**src/rtl/cmp_rr_arbiter_pkg.sv**
```systemverilog
// Shared definitions for the round-robin comparator arbiter: FSM encoding,
// default sizing and the modulo helper used for pointer arithmetic.
package cmp_rr_arbiter_pkg;

  typedef enum logic [1:0] {
    ST_IDLE = 2'd0,
    ST_EVAL = 2'd1,
    ST_RESP = 2'd2
  } state_t;

  localparam int DEF_N_REQ = 4;
  localparam int DEF_WIDTH = 2;

  // Wraps an index that can exceed n by at most n - 1 back into 0..n-1.
  function automatic int rr_wrap(input int idx, input int n);
    if (idx >= n) begin
      return idx - n;
    end else begin
      return idx;
    end
  endfunction

endpackage

```
**src/rtl/cmp_rr_arbiter_cmp_unit.sv**
```systemverilog
// Purely combinational unsigned magnitude comparator shared by all requesters.
module cmp_unit
  import cmp_rr_arbiter_pkg::*;
#(
  parameter int WIDTH = DEF_WIDTH
) (
  input  logic [WIDTH-1:0] a,
  input  logic [WIDTH-1:0] b,
  output logic             g,
  output logic             e,
  output logic             l
);

  assign g = (a > b);
  assign e = (a == b);
  assign l = (a < b);

endmodule

```
**src/rtl/cmp_rr_arbiter.sv**
```systemverilog
// Round-robin sequencer granting one requester at a time access to a shared
// comparator; returns registered g/e/l with a done pulse tagged by requester id.
module cmp_rr_arbiter
  import cmp_rr_arbiter_pkg::*;
#(
  parameter int N_REQ = DEF_N_REQ,
  parameter int WIDTH = DEF_WIDTH,
  parameter int ID_W  = 2
) (
  input  logic                   clk,
  input  logic                   rst,
  input  logic [N_REQ-1:0]       req,
  input  logic [N_REQ*WIDTH-1:0] a_bus,
  input  logic [N_REQ*WIDTH-1:0] b_bus,
  output logic [N_REQ-1:0]       gnt,
  output logic                   busy,
  output logic                   done,
  output logic [ID_W-1:0]        resp_id,
  output logic                   g,
  output logic                   e,
  output logic                   l
);

  state_t             state_q, state_d;
  logic [N_REQ-1:0]   gnt_q, gnt_d;
  logic [ID_W-1:0]    rid_q, rid_d;
  logic [ID_W-1:0]    ptr_q, ptr_d;
  logic [WIDTH-1:0]   a_q, a_d;
  logic [WIDTH-1:0]   b_q, b_d;
  logic               g_q, g_d, e_q, e_d, l_q, l_d;
  logic               busy_q, busy_d, done_q, done_d;

  logic [WIDTH-1:0]   a_arr_s [N_REQ];
  logic [WIDTH-1:0]   b_arr_s [N_REQ];
  logic               win_found_s;
  logic [ID_W-1:0]    win_idx_s;
  logic [ID_W-1:0]    cand_s;
  logic               cmp_g_s, cmp_e_s, cmp_l_s;

  for (genvar i = 0; i < N_REQ; i++) begin : g_unpack
    assign a_arr_s[i] = a_bus[i*WIDTH +: WIDTH];
    assign b_arr_s[i] = b_bus[i*WIDTH +: WIDTH];
  end

  cmp_unit #(.WIDTH(WIDTH)) u_cmp (
    .a (a_q),
    .b (b_q),
    .g (cmp_g_s),
    .e (cmp_e_s),
    .l (cmp_l_s)
  );

  // Priority search: first requester at or after the pointer, wrapping around.
  always_comb begin
    win_found_s = 1'b0;
    win_idx_s   = {ID_W{1'b0}};
    cand_s      = {ID_W{1'b0}};
    for (int k = 0; k < N_REQ; k++) begin
      cand_s = ID_W'(rr_wrap(int'(ptr_q) + k, N_REQ));
      if (!win_found_s && req[cand_s]) begin
        win_found_s = 1'b1;
        win_idx_s   = cand_s;
      end else begin
        win_found_s = win_found_s;
      end
    end
  end

  // Next-state logic; busy/done are derived from the next state so they are flops.
  always_comb begin
    state_d = state_q;
    gnt_d   = gnt_q;
    rid_d   = rid_q;
    ptr_d   = ptr_q;
    a_d     = a_q;
    b_d     = b_q;
    g_d     = g_q;
    e_d     = e_q;
    l_d     = l_q;
    case (state_q)
      ST_IDLE: begin
        if (win_found_s) begin
          state_d = ST_EVAL;
          gnt_d   = {{(N_REQ-1){1'b0}}, 1'b1} << win_idx_s;
          rid_d   = win_idx_s;
          a_d     = a_arr_s[win_idx_s];
          b_d     = b_arr_s[win_idx_s];
        end else begin
          state_d = ST_IDLE;
        end
      end
      ST_EVAL: begin
        g_d     = cmp_g_s;
        e_d     = cmp_e_s;
        l_d     = cmp_l_s;
        state_d = ST_RESP;
      end
      ST_RESP: begin
        // Moving past the served requester gives it lowest priority next round.
        gnt_d   = {N_REQ{1'b0}};
        ptr_d   = ID_W'(rr_wrap(int'(rid_q) + 1, N_REQ));
        state_d = ST_IDLE;
      end
      default: begin
        gnt_d   = {N_REQ{1'b0}};
        state_d = ST_IDLE;
      end
    endcase
    busy_d = (state_d != ST_IDLE);
    done_d = (state_d == ST_RESP);
  end

  // State and datapath registers with asynchronous reset.
  always_ff @(posedge clk or posedge rst) begin
    if (rst) begin
      state_q <= ST_IDLE;
      gnt_q   <= {N_REQ{1'b0}};
      rid_q   <= {ID_W{1'b0}};
      ptr_q   <= {ID_W{1'b0}};
      a_q     <= {WIDTH{1'b0}};
      b_q     <= {WIDTH{1'b0}};
      g_q     <= 1'b0;
      e_q     <= 1'b0;
      l_q     <= 1'b0;
      busy_q  <= 1'b0;
      done_q  <= 1'b0;
    end else begin
      state_q <= state_d;
      gnt_q   <= gnt_d;
      rid_q   <= rid_d;
      ptr_q   <= ptr_d;
      a_q     <= a_d;
      b_q     <= b_d;
      g_q     <= g_d;
      e_q     <= e_d;
      l_q     <= l_d;
      busy_q  <= busy_d;
      done_q  <= done_d;
    end
  end

  assign gnt     = gnt_q;
  assign busy    = busy_q;
  assign done    = done_q;
  assign resp_id = rid_q;
  assign g       = g_q;
  assign e       = e_q;
  assign l       = l_q;

endmodule

```
**config.mk**
```make
export PLATFORM = sky130hd
export DESIGN_NAME = cmp_rr_arbiter
export DESIGN_NICKNAME = d
export VERILOG_FILES = /design/src/rtl/cmp_rr_arbiter_pkg.sv /design/src/rtl/cmp_rr_arbiter_cmp_unit.sv /design/src/rtl/cmp_rr_arbiter.sv
export SDC_FILE = /design/constraint.sdc
export NUM_CORES = 1
export LEC_CHECK = 0
export CAP_MARGIN = 20
export CORE_MARGIN = 5
export CORE_UTILIZATION = 48
export CTS_CLUSTER_SIZE = 40
export DETAILED_ROUTE_END_ITERATION = 16
export GPL_TIMING_DRIVEN = 0
export HOLD_SLACK_MARGIN = 0.1
export PLACE_DENSITY = 0.79
export SYNTH_ARGS = -nofsm -noshare
export SYNTH_HDL_FRONTEND = slang
export SYNTH_SLANG_ARGS = --single-unit
```
**constraint.sdc**
```tcl
create_clock -name clk -period 3.6 [get_ports clk]
set_input_delay 0.36 -clock clk [delete_from_list [all_inputs] [get_ports clk]]
set_output_delay 0.36 -clock clk [all_outputs]
set_load 0.01 [all_outputs]
```
# After elaboration in Yosys (flattened, before gate mapping)
# Cells that the tools add are included.
# totals
regBits	19
input_bits	22
out_inout_bits	11
word_cells	81
# classes
n_addsub	9
magnitude_cmp	12
n_eq_ne	5
n_shift	1
n_mux	31
n_bitwise	2
reduce_logical	10
# op_table
cell	n
$mux W2	13
$ge A3 B3 Y1 const B	5
$lt A2 B3 Y1 const B	4
$sub A2 B1 Y2 const B	5
$mux W1	9
$bmux W1 S2	4
$bmux W2 S2	2
$pmux W4 S2	1
$add A2 B1 Y3 const B	2
$add A2 B2 Y3 const B	2
$eq A2 B2 Y1 const B	2
$mux W4	1
$pmux W2 S2	1
$reduce_and A2 Y1	2
$shl A1 B2 Y4 const A	1
$ge A2 B3 Y1 const B	1
$logic_and A1 B1 Y1	3
$logic_not A1 Y1	3
$not A2 Y3	1
$eq A2 B1 Y1 const B	1
$eq A2 B2 Y1	1
$gt A2 B2 Y1	1
$logic_not A2 Y1	1
$lt A2 B2 Y1	1
other kinds (3)	3

# Logic depth before layout (Yosys ltp)
# depth
ltp_word	18
depth_mapped	6
mapped_depth_nobuf	5

# Hierarchy
# A second synthesis with hierarchy kept.
# hier_totals
hier_cells	94
hier_area_um2	975.9
# modules_own_cells
mod	n_inst	cells_per_inst	area_per_inst_um2	seq_area_each_um2
cmp_rr_arbiter	1	85	913.4	450.4
cmp_unit	1	9	62.6	0.0

# Least setup slack after synthesis
# OpenSTA, ideal clock, no wires.
# synth_timing
path_type	register -> register
from	register ptr_q[1]
to	register a_q[1]
setup_time_ns	0.135
arrival_time_ns	1.412
t_required_ns	3.465
slack_ns	2.054
stages_incl_launch_ff	6
n_path_buf	0
synth_period_minus_slack_ns	1.546
cell_sequence	dfrtp_1 > nand2b_1 > a21o_1 > and4_1 > a2111oi_2 > a211oi_1
# synth_via
elab_chain_cells	18
word_cells_on_any_way	42
cone_classes	add/sub: 7; order compare: 4; mux: 23; bitwise: 1; reduce/logical: 7
# synth_rtl
item	line_no	text
start: declaration	cmp_rr_arbiter.sv:27	logic [ID_W-1:0] ptr_q, ptr_d;
start signal: assignment	cmp_rr_arbiter.sv:119	ptr_q <= {ID_W{1'b0}};
start signal: assignment	cmp_rr_arbiter.sv:131	ptr_q <= ptr_d;
parallel branches: the longest is 18 deep, another holds $add A2 B1 Y3	--	
end signal: assignment	cmp_rr_arbiter.sv:120	a_q <= {WIDTH{1'b0}};
end: declaration	cmp_rr_arbiter.sv:28	logic [WIDTH-1:0] a_q, a_d;
# Several ways; the timed one is not identified. The select of a mux whose other input is x is not followed.
# A chain may end at the register's enable or synchronous reset.

# Worst setup path after layout
# layout_timing
from	input req[0]
to	register b_q[0]
# layout_via
elab_chain_cells	16
word_cells_on_any_way	27
cone_classes	mux: 19; bitwise: 1; reduce/logical: 7
# layout_rtl
item	line_no	text
start: declaration	cmp_rr_arbiter.sv:12	input logic [N_REQ-1:0] req,
$bmux W1 S2	cmp_rr_arbiter.sv:60	if (!win_found_s && req[cand_s]) begin
$mux W1 (not written as such)	cmp_rr_arbiter.sv:60	
$mux W1	cmp_rr_arbiter.sv:60	
$logic_not A1 Y1	cmp_rr_arbiter.sv:60	
$logic_and A1 B1 Y1	cmp_rr_arbiter.sv:60	
$mux W1	cmp_rr_arbiter.sv:60	
$logic_not A1 Y1	cmp_rr_arbiter.sv:60	
$logic_and A1 B1 Y1	cmp_rr_arbiter.sv:60	
$mux W1	cmp_rr_arbiter.sv:60	
$logic_not A1 Y1	cmp_rr_arbiter.sv:60	
$logic_and A1 B1 Y1	cmp_rr_arbiter.sv:60	
$mux W2	cmp_rr_arbiter.sv:60	
$not A2 Y3 (not written as such)	cmp_rr_arbiter.sv:87	b_d = b_arr_s[win_idx_s];
$bmux W2 S2	cmp_rr_arbiter.sv:87	
$mux W2 (not written as such) (2 in series)	cmp_rr_arbiter.sv:87	
end signal: assignment	cmp_rr_arbiter.sv:121	b_q <= {WIDTH{1'b0}};
end: declaration	cmp_rr_arbiter.sv:29	logic [WIDTH-1:0] b_q, b_d;
# Parallel ways exist; a longest one is shown, timed or not. The select of a mux whose other input is x is not followed.

==> impl_metrics.env <==
export IMPL_status="finished, final reports clean"
export IMPL_muxShareOfSynthArea=0.0491
export IMPL_fin_tns_setup_ps=0
export IMPL_synth_main_ff_cell="dfrtp_1"
export IMPL_ios=33
export IMPL_synth_compound_area_share=0.204
export IMPL_grt_pass1_wl_mm=3.85
export IMPL_core_area_sq_um=2000
export IMPL_drt_pass1_iterations=5
export IMPL_seq_area_frac_synth=0.442
export IMPL_wl_met1_microns=910
export IMPL_synthArstFlopShare=1.00
export IMPL_synth_top_family_by_area="simple AND/OR/NAND/NOR gates"
export IMPL_grt_util_all_layers=0.152
export IMPL_ys_top_cells_by_area="dfrtp_1, nand2_1, mux2i_1"
export IMPL_diodes=0
export IMPL_die_area_sq_um=3140
export IMPL_clkTransAtPathRegs_ps=90
export IMPL_period_minus_slack_ps=1940
export IMPL_cts_tree="yes"
export IMPL_grt_max_degree=19
export IMPL_finClkSkew_ps=1.58
export IMPL_cts_resized=0
export IMPL_synth_area_per_cell_sq_um=9.70
export IMPL_holdWs_ps=450
export IMPL_ir_drop_v=0.000428
export IMPL_drive_gt1_frac=0.0929
export IMPL_post_cts_buffers=0
export IMPL_comb_power_share=0.555
export IMPL_yosys_area_share_simple=0.222
export IMPL_worstPathRequired_ps=3810
export IMPL_syn_inst=105
export IMPL_htreeDepth=1
export IMPL_num_vias=866
export IMPL_grt_pass1_vias=892
export IMPL_p_leak_nw=0.600
export IMPL_endpoint_kind="flip-flop"
export IMPL_cts_sinks=18
export IMPL_grt_ovfl_total=0
export IMPL_finalHoldViolCount=0
export IMPL_yosys_area_share_xor_xnor=0.00860
export IMPL_fin_area_sq_um=1400
export IMPL_wl_per_cell_microns=12.7
export IMPL_net_switching_power_uw=418
export IMPL_finalCritPeriodShare=0.539
export IMPL_wl_met2_mm=1.01
export IMPL_cap_viol_max_count=0
export IMPL_routed_via_density=5.19
export IMPL_synth_nets=129
export IMPL_setup_violations=0
export IMPL_synth_edf_count=0
export IMPL_hpwlAfterDp_mm=1.73
export IMPL_syn2layout_area_growth_pct=37.0
export IMPL_routabilityCongestion=0.772
export IMPL_internal_power_uw=631
export IMPL_clkPwrFrac=0.091
export IMPL_worstSetupPathType="in2reg"
export IMPL_syn_area_sq_um=1020
export IMPL_rr_worst_depth=5
export IMPL_ant_nets=0
export IMPL_maxSlewViolCount=0
export IMPL_dieWidth_microns=56.1
export IMPL_power_mw=1.05
export IMPL_holdBufCountCts=0
export IMPL_synth_fa_ha_area_frac=0.0246
export IMPL_num_rows=16
export IMPL_numCtsBuffers=3
export IMPL_start_util=0.509
export IMPL_clock_fmax_mhz=515
export IMPL_switching_share=0.398
export IMPL_seqPwrFrac=0.354
export IMPL_die_h_microns=56.1
export IMPL_rsz0062_at_grt="false"
export IMPL_final_nets=166
export IMPL_relSlewSlack=0.570
export IMPL_top_layer_used="met4"
export IMPL_drc=0
export IMPL_synth_top_area_frac=0.442
export IMPL_drt_total_wl_mm=2.12
export IMPL_synth_seq_cells=18
export IMPL_clockBufferDepth=2
export IMPL_drtIter0Drc=12
export IMPL_worstPathArrival_ps=2150
export IMPL_yosysTopAreaCell="dfrtp_1"
export IMPL_fin_util=0.697
export IMPL_wl_met3_microns=138
export IMPL_insertion_delay_ps=290
export IMPL_io_buffer_count=32
export IMPL_root_buffer="clkbuf_4"
export IMPL_yosysWarnings=0
export IMPL_hold_class="in2async"
export IMPL_cp_start_kind="input port"
export IMPL_worst_pin_slew_ps=644
export IMPL_worstPathMaxFanout=10
export IMPL_antenna_found_initial=0
export IMPL_ys_types=35
export IMPL_post_dp_cell_area_sq_um=1370
export IMPL_power_density_nw_per_um2=752
==> sequential cells by signal, indices dropped and copies added, names as in the netlist <==
| name | flops |
|---|---|
| gnt | 4 |
| ptr_q | 2 |
| g | 1 |
| e | 1 |
| l | 1 |
| done | 1 |
| busy | 1 |
| resp_id | 2 |
| a_q | 2 |
| b_q | 2 |
| state_q | 1 |
==> routing by layer <==
layer  vias to the layer above  global-route usage
li1                        446                   -
met1                       383               0.187
met2                        32               0.255
met3                         5              0.0209
met4                         0              0.0814
met5                         -                   0
==> cell usage in the layout (no fill, tap or decap), types with 5 or more instances in the layout <==
master and n:
a21oi_1 7, dfrtp_1 18, inv_1 7, mux2i_1 5, clkdlybuf4s50_1 32, nand2_1 17
nor2_1 5, o21ai_0 6
==> path summary, 6_finish.rpt <==
check	from	slack, ps	end
worst max-delay path	req[0]	1660	b_q[0]
worst min-delay path	rst	450	l
worst max register to register	ptr_q[1]	1860	b_q[0]
worst min register to register	l	490	l
max in group asynchronous	rst	2740	a_q[1]
min in group clk	l	490	l
==> synthesized netlist by cell type (all sizes together) (3+ instances only) <==
library cell	number
a2111oi	3
a21oi	7
and4	3
dfrtp	18
inv	7
mux2i	5
nand2	17
nand2b	3
nand3	4
nor2	5
o21ai	7
or3	3
==> metrics by stage <==
stage | cells | setup slack (ps)
floorplan | 105 | 2050
global placement | 164 | 1450
detailed placement | 164 | 1390
CTS | 167 | 1670
global route | 167 | 1490
finish | 167 | 1660
==> power groups by stage <==
stage          logic [mW]  registers [mW]  clock network, mW
2_1_floorplan       0.354           0.390                  0
3_3_place_gp        0.569           0.372                  0
3_5_place_dp        0.588           0.377                  0
4_1_cts             0.589           0.373             0.0983
5_1_grt             0.652           0.386              0.107
6_report            0.582           0.372             0.0956
==> final cells by class <==
class                   count  area (sq um)
plain buffers               4          23.8
clock buffers               3          22.5
fillers                   183           607
inverters                   7          26.3
multi-input cells          76           518
flip-flops and latches     18           450
well taps                  27          33.8
repair buffers             32           320
==> critical path, stage by stage <==
cell	delay [ps]
clkdlybuf4s50_1	510
nor4_1	520
or3_1	200
buf_2	270
a2111oi_2	80
a211oi_1	200
==> cell families (layout without fill, tap and decap cells) <==
group                      after synthesis  in the layout
and+or+nand+nor                         42             42
AOI/OAI and AO/OA                       26             26
muxes                                    5              5
xor gates and xnor gates                 1              1
DFF                                     18             18
buffers and inverters                   11             46
adders and majority gates                2              2
(Power assumes the default switching activity.)
